## config.mk

```make
export PLATFORM = sky130hd
export DESIGN_NAME = wave_shape_monitor_flat
export DESIGN_NICKNAME = d
export VERILOG_FILES = /design/src/rtl/wave_shape_monitor_if.sv /design/src/rtl/wave_shape_monitor.sv /design/src/flat_wrapper.sv
export SDC_FILE = /design/constraint.sdc
export NUM_CORES = 1
export LEC_CHECK = 0
export CORE_MARGIN = 3
export CORE_UTILIZATION = 36
export DETAILED_ROUTE_END_ITERATION = 7
export GPL_TIMING_DRIVEN = 0
export PLACE_DENSITY = 0.63
export SLEW_MARGIN = 0
export SYNTH_ARGS = -nofsm -noshare
export SYNTH_HDL_FRONTEND = slang
export SYNTH_SLANG_ARGS = --single-unit
```

## constraint.sdc

```tcl
create_clock -name clk -period 2.6 [get_ports clk]
set_input_delay 0.52 -clock clk [delete_from_list [all_inputs] [get_ports clk]]
set_output_delay 0.52 -clock clk [all_outputs]
set_load 0.1 [all_outputs]
```

## src/rtl/wave_shape_monitor_if.sv

```systemverilog
// Bus between a triangle-wave source and wave_shape_monitor.
//   en, clr, wave_in : sample enable, synchronous clear and sample (source -> monitor)
//   dir_up           : monitor is tracking a rising ramp
//   peak_stb/val     : peak event strobe and most recent peak value
//   trough_stb/val   : trough event strobe and most recent trough value
//   period/_vld      : most recent trough-to-trough period and its update strobe
//   step_err         : sticky flag for any step larger than +/-1
interface wave_shape_monitor_if #(
    parameter int W        = 5,
    parameter int PERIOD_W = 8
);
    logic                en;
    logic                clr;
    logic [W-1:0]        wave_in;
    logic                dir_up;
    logic                peak_stb;
    logic [W-1:0]        peak_val;
    logic                trough_stb;
    logic [W-1:0]        trough_val;
    logic [PERIOD_W-1:0] period;
    logic                period_vld;
    logic                step_err;

    modport master (
        output en, clr, wave_in,
        input  dir_up, peak_stb, peak_val, trough_stb, trough_val,
               period, period_vld, step_err
    );

    modport slave (
        input  en, clr, wave_in,
        output dir_up, peak_stb, peak_val, trough_stb, trough_val,
               period, period_vld, step_err
    );
endinterface

```

## src/rtl/wave_shape_monitor.sv

```systemverilog
// Monitors a triangle wave: tracks ramp direction, reports peaks and troughs,
// measures trough-to-trough period and flags any step larger than +/-1.
//   clk, rst_n : clock, asynchronous active-low reset
//   mon        : wave_shape_monitor_if.slave (en, clr, wave_in in; status out)
// All outputs are registered; a sample taken at edge N shows its strobes after N.
module wave_shape_monitor #(
    parameter int W        = 5,
    parameter int PERIOD_W = 8
) (
    input  logic                  clk,
    input  logic                  rst_n,
    wave_shape_monitor_if.slave   mon
);
    typedef enum logic [1:0] {IDLE, ACQ, UP, DOWN} state_t;

    localparam logic signed [W:0]      D_P1    = {{W{1'b0}}, 1'b1};
    localparam logic signed [W:0]      D_M1    = '1;
    localparam logic [PERIOD_W-1:0]    CNT_MAX = '1;
    localparam logic [PERIOD_W-1:0]    CNT_ONE = {{(PERIOD_W-1){1'b0}}, 1'b1};

    state_t              state, state_nxt;
    logic [W-1:0]        prev;
    logic [PERIOD_W-1:0] cnt;
    logic                armed;
    logic                dir_up_q, peak_stb_q, trough_stb_q, period_vld_q, step_err_q;
    logic [W-1:0]        peak_val_q, trough_val_q;
    logic [PERIOD_W-1:0] period_q;

    logic signed [W:0]   delta;
    logic                d_p1, d_m1, d_z, d_big;
    logic                err_set, peak_ev, trough_ev, disarm;
    logic [PERIOD_W-1:0] cnt_inc;

    // Non-modular step: operands zero-extended so 31->0 is -31, not +1.
    assign delta = $signed({1'b0, mon.wave_in}) - $signed({1'b0, prev});
    assign d_p1  = (delta == D_P1);
    assign d_m1  = (delta == D_M1);
    assign d_z   = (delta == '0);
    assign d_big = !(d_p1 || d_m1 || d_z);

    // Saturating increment; also equals min(cnt+1, max) for the period value.
    assign cnt_inc = (cnt == CNT_MAX) ? cnt : cnt + CNT_ONE;

    always_comb begin
        state_nxt = state;
        err_set   = 1'b0;
        peak_ev   = 1'b0;
        trough_ev = 1'b0;
        disarm    = 1'b0;
        case (state)
            IDLE: state_nxt = ACQ;
            ACQ: begin
                if (d_p1)       state_nxt = UP;
                else if (d_m1)  state_nxt = DOWN;
                else if (d_big) err_set   = 1'b1;
            end
            UP: begin
                if (d_big) begin
                    err_set   = 1'b1;
                    disarm    = 1'b1;
                    state_nxt = ACQ;
                end else if (d_m1) begin
                    peak_ev   = 1'b1;
                    state_nxt = DOWN;
                end
            end
            DOWN: begin
                if (d_big) begin
                    err_set   = 1'b1;
                    disarm    = 1'b1;
                    state_nxt = ACQ;
                end else if (d_p1) begin
                    trough_ev = 1'b1;
                    state_nxt = UP;
                end
            end
            default: state_nxt = IDLE;
        endcase
    end

    always_ff @(posedge clk or negedge rst_n) begin
        if (!rst_n) begin
            state        <= IDLE;
            prev         <= '0;
            cnt          <= '0;
            armed        <= 1'b0;
            dir_up_q     <= 1'b0;
            peak_stb_q   <= 1'b0;
            trough_stb_q <= 1'b0;
            period_vld_q <= 1'b0;
            step_err_q   <= 1'b0;
            peak_val_q   <= '0;
            trough_val_q <= '0;
            period_q     <= '0;
        end else if (mon.clr) begin
            state        <= IDLE;
            prev         <= '0;
            cnt          <= '0;
            armed        <= 1'b0;
            dir_up_q     <= 1'b0;
            peak_stb_q   <= 1'b0;
            trough_stb_q <= 1'b0;
            period_vld_q <= 1'b0;
            step_err_q   <= 1'b0;
            peak_val_q   <= '0;
            trough_val_q <= '0;
            period_q     <= '0;
        end else begin
            peak_stb_q   <= 1'b0;
            trough_stb_q <= 1'b0;
            period_vld_q <= 1'b0;
            if (mon.en) begin
                prev     <= mon.wave_in;
                state    <= state_nxt;
                dir_up_q <= (state_nxt == UP);
                if (err_set) step_err_q <= 1'b1;
                if (peak_ev) begin
                    peak_stb_q <= 1'b1;
                    peak_val_q <= prev;
                end
                if (trough_ev) begin
                    trough_stb_q <= 1'b1;
                    trough_val_q <= prev;
                    cnt          <= '0;
                    armed        <= 1'b1;
                    // Only a trough preceded by another clean trough closes a period.
                    if (armed) begin
                        period_q     <= cnt_inc;
                        period_vld_q <= 1'b1;
                    end
                end else begin
                    cnt <= cnt_inc;
                end
                if (disarm) armed <= 1'b0;
            end
        end
    end

    assign mon.dir_up     = dir_up_q;
    assign mon.peak_stb   = peak_stb_q;
    assign mon.peak_val   = peak_val_q;
    assign mon.trough_stb = trough_stb_q;
    assign mon.trough_val = trough_val_q;
    assign mon.period     = period_q;
    assign mon.period_vld = period_vld_q;
    assign mon.step_err   = step_err_q;
endmodule

```

## src/flat_wrapper.sv

```systemverilog
// flat-port wrapper written by rule: the top's interface ports become plain ports
module wave_shape_monitor_flat 
#(
    parameter int W        = 5,
    parameter int PERIOD_W = 8
)
  (clk, rst_n, mon_en, mon_clr, mon_wave_in, mon_dir_up, mon_peak_stb, mon_peak_val, mon_trough_stb, mon_trough_val, mon_period, mon_period_vld, mon_step_err);
  wave_shape_monitor_if #(.W(W), .PERIOD_W(PERIOD_W)) mon_i ();
  input  logic clk;
  input  logic rst_n;
  input wire logic [$bits(mon_i.en)-1:0] mon_en;
  input wire logic [$bits(mon_i.clr)-1:0] mon_clr;
  input wire logic [$bits(mon_i.wave_in)-1:0] mon_wave_in;
  output wire logic [$bits(mon_i.dir_up)-1:0] mon_dir_up;
  output wire logic [$bits(mon_i.peak_stb)-1:0] mon_peak_stb;
  output wire logic [$bits(mon_i.peak_val)-1:0] mon_peak_val;
  output wire logic [$bits(mon_i.trough_stb)-1:0] mon_trough_stb;
  output wire logic [$bits(mon_i.trough_val)-1:0] mon_trough_val;
  output wire logic [$bits(mon_i.period)-1:0] mon_period;
  output wire logic [$bits(mon_i.period_vld)-1:0] mon_period_vld;
  output wire logic [$bits(mon_i.step_err)-1:0] mon_step_err;
  assign mon_i.en = mon_en;
  assign mon_i.clr = mon_clr;
  assign mon_i.wave_in = mon_wave_in;
  assign mon_dir_up = mon_i.dir_up;
  assign mon_peak_stb = mon_i.peak_stb;
  assign mon_peak_val = mon_i.peak_val;
  assign mon_trough_stb = mon_i.trough_stb;
  assign mon_trough_val = mon_i.trough_val;
  assign mon_period = mon_i.period;
  assign mon_period_vld = mon_i.period_vld;
  assign mon_step_err = mon_i.step_err;
  wave_shape_monitor #(.W(W), .PERIOD_W(PERIOD_W)) u_core (.clk(clk), .rst_n(rst_n), .mon(mon_i));
endmodule
```

==> results.toml <==
[detailed_routing]
vias = 1679
route.detailed.wl_per_inst_um = 15.0
route.detailed.drc = 0
initialDrtViolationCount = 128
ant_nets = 0
first_pass_iters = 4
via_per_inst = 5.15
wl_um = 4890

[place]
placedCellCount = 307
dp_hpwl_um = 3380
port_buffers = 30
place_congestion = 0.849

[die]
die_w_um = 81.9
start_util_pct = 38.8
rows = 26
coreArea_um2 = 5340
dieArea_um2 = 6700
fp.dieH_um = 81.9
design.portCount = 32

[critical_path]
arrival_ps = 2710
worstPathRequired_ps = 2760
crit_path_end_kind = "flip-flop"
path_max_fanout = 4
crit_type = "input port to flip-flop"
cp-start-kind = "input port"

[layout]
instances_no_fill = 326
fin_util_pct = 51.0
n_antenna_cell = 0
drive_gt1_share_pct = 14.8
final_common_cell = "dfrtp_1"
layout_common_cells = "38 x dfrtp_1, 34 x nor2_1, 26 x clkdlybuf4s50_1"
area_delta_synth_final_pct = 31.4
finalNetCount = 271

[clock_tree]
cts_buffers = 5
clock_path_buffers = 2
root_buffer = "clkbuf_8"
worst_skew_pair.late_latency_ps = 290
cts_sinks = 39
h-tree-depth = 2
cts.clk_slew.worst_paths_ps = 80
hold_buffers = 0
cts_tree = "yes"

[global_route]
overflow = 0
grt_pass1_wl_um = 8250
grt_usage_pct = 16.3
antenna_found_initial = 0
grt_pass1_vias = 1705
grt_start_max_net_pins = 40

[yosys]
synth-main-ff-cell = "dfrtp_1"
syn-instance-count = 207
yosysWarnings = 0
ys_ff_latch = 39
async_flop_share_pct = 100
synth_nets = 223
synth_area_um2 = 2070
yosysSeqAreaShare_pct = 47.1
synth_cell_type_count = 41
syn_avg_cell_area_um2 = 10.0
synth_edf_count = 0

[sta]
setup_tns_ps = 0
relSlewSlack_pct = 34.3
period_minus_slack_ps = 2550
tightest_slew_ps = 982
fmax_ghz = 0.393
fin_skew_ps = 5.84
slew_violations = 0
finalCritPeriodShare_pct = 98.0
setup_viol = 0
hold_viol = 0
rsz0062_at_grt = "true"

[power_and_ir_drop]
worst_ir_drop_vdd_mv = 0.288
p_leak_nw = 1.20
power.density_nw_per_um2 = 468

[worst_hold_path]
hp-class = "input port to async pin"

[job]
drv_cap = 0

[outcome]
status = "completed"
[through the flow]
step	power, mW	hold slack (ps)	setup slack [ps]	cell area (µm²)
after floorplan	0.753	224	-56.5	2100
after global placement	0.807	505	-944	2490
after detailed placement	0.808	503	-971	2490
after CTS	1.28	370	-34.7	2670
after global routing	1.34	420	-53.8	2720
final	1.27	341	52.4	2720
[worst max-delay path, stage by stage]
cell and delay, ps:
buf_2 170, inv_12 30, ha_4 160, fa_2 340, or2b_1 240, a21oi_2 180
mux2_4 360, nor4_4 250, buf_4 220, mux2i_1 180, nor2_1 50
[synth_stat cells (all sizes together), types with 3 or more instances]
| cell | instances | share of area (%) |
|---|---|---|
| ha | 6 | 3.6 |
| nor2 | 34 | 6.2 |
| inv | 10 | 1.8 |
| nor3 | 10 | 2.4 |
| a211oi | 4 | 1.7 |
| clkbuf | 6 | 1.1 |
| xor2 | 7 | 3.0 |
| dfrtp | 39 | 47 |
| nand2 | 12 | 2.2 |
| nand3 | 7 | 1.7 |
| nand4 | 3 | 0.91 |
| mux2i | 21 | 10 |
| and2 | 3 | 0.97 |
| a21oi | 14 | 3.4 |
[where the power goes]
group / internal (mW) / switching, mW / total (mW)
clock network: 0.242 / 0.210 / 0.452
logic: 0.0753 / 0.117 / 0.193
registers: 0.617 / 0.0125 / 0.629
[worst paths after layout]
path	from	end	slack [ps]	cells after the start
max	mon_wave_in[0]	u_core.mon.trough_val[2]	50	11
min	rst_n	u_core.cnt[3]	340	1
max reg2reg	u_core.prev[0]	u_core.mon.trough_val[2]	60	9
min reg2reg	u_core.mon.step_err	u_core.mon.step_err	520	1
max in group asynchronous	rst_n	u_core.prev[0]	1660	1
min in group clk	u_core.mon.step_err	u_core.mon.step_err	520	1
[state kept, by name, indices dropped and copies added (netlist names)]
register,cells
u_core.mon.trough_val,5
u_core.prev,5
u_core.mon.period,8
u_core.mon.peak_stb,1
u_core.mon.period_vld,1
u_core.cnt,8
u_core.mon.peak_val,5
u_core.mon.trough_stb,1
u_core.armed,1
u_core.mon.step_err,1
u_core.state,2
u_core.mon.dir_up,1
[final cells by class]
type                    count  area (µm²)
multi-input cells         150        1090
repair buffers             41         375
fillers                   524        2610
clock buffers               8         100
plain buffers               8        37.5
flip-flops and latches     39         977
well taps                  70        87.6
inverters                  10        50.0
[logic make-up (layout without fill, tap and decap cells)]
kind of cell               Yosys count  in the layout  synth area share (%)
xor gates and xnor gates             9              9                  3.80
DFF                                 39             39                  47.1
buffers and inverters               18             67                  3.62
and+or+nand+nor                     82             82                  20.2
adders and majority gates            7              7                  4.59
AOI/OAI and AO/OA                   30             30                  9.84
muxes                               22             22                  10.9
[per-layer routing]
layer  share of wire [%]  wire length (µm)  up-vias  GRT usage [%]
met2                  47              2310       48           25.6
met3                 5.0               244        6           4.06
met4                 1.4                67        0           5.48
li1                    -                 -      819              -
met1                  46              2270      806           21.9
met5                   0                 0        -              0
[what timing repair did]
action	CTS	global route
pin swaps	9	3
resized for setup	17	3
hold endpoints to repair	0	0
endpoints found under the setup margin	34	24
buffers inserted	5	5
cloned	1	0
Power figures use the tool's default switching activity.
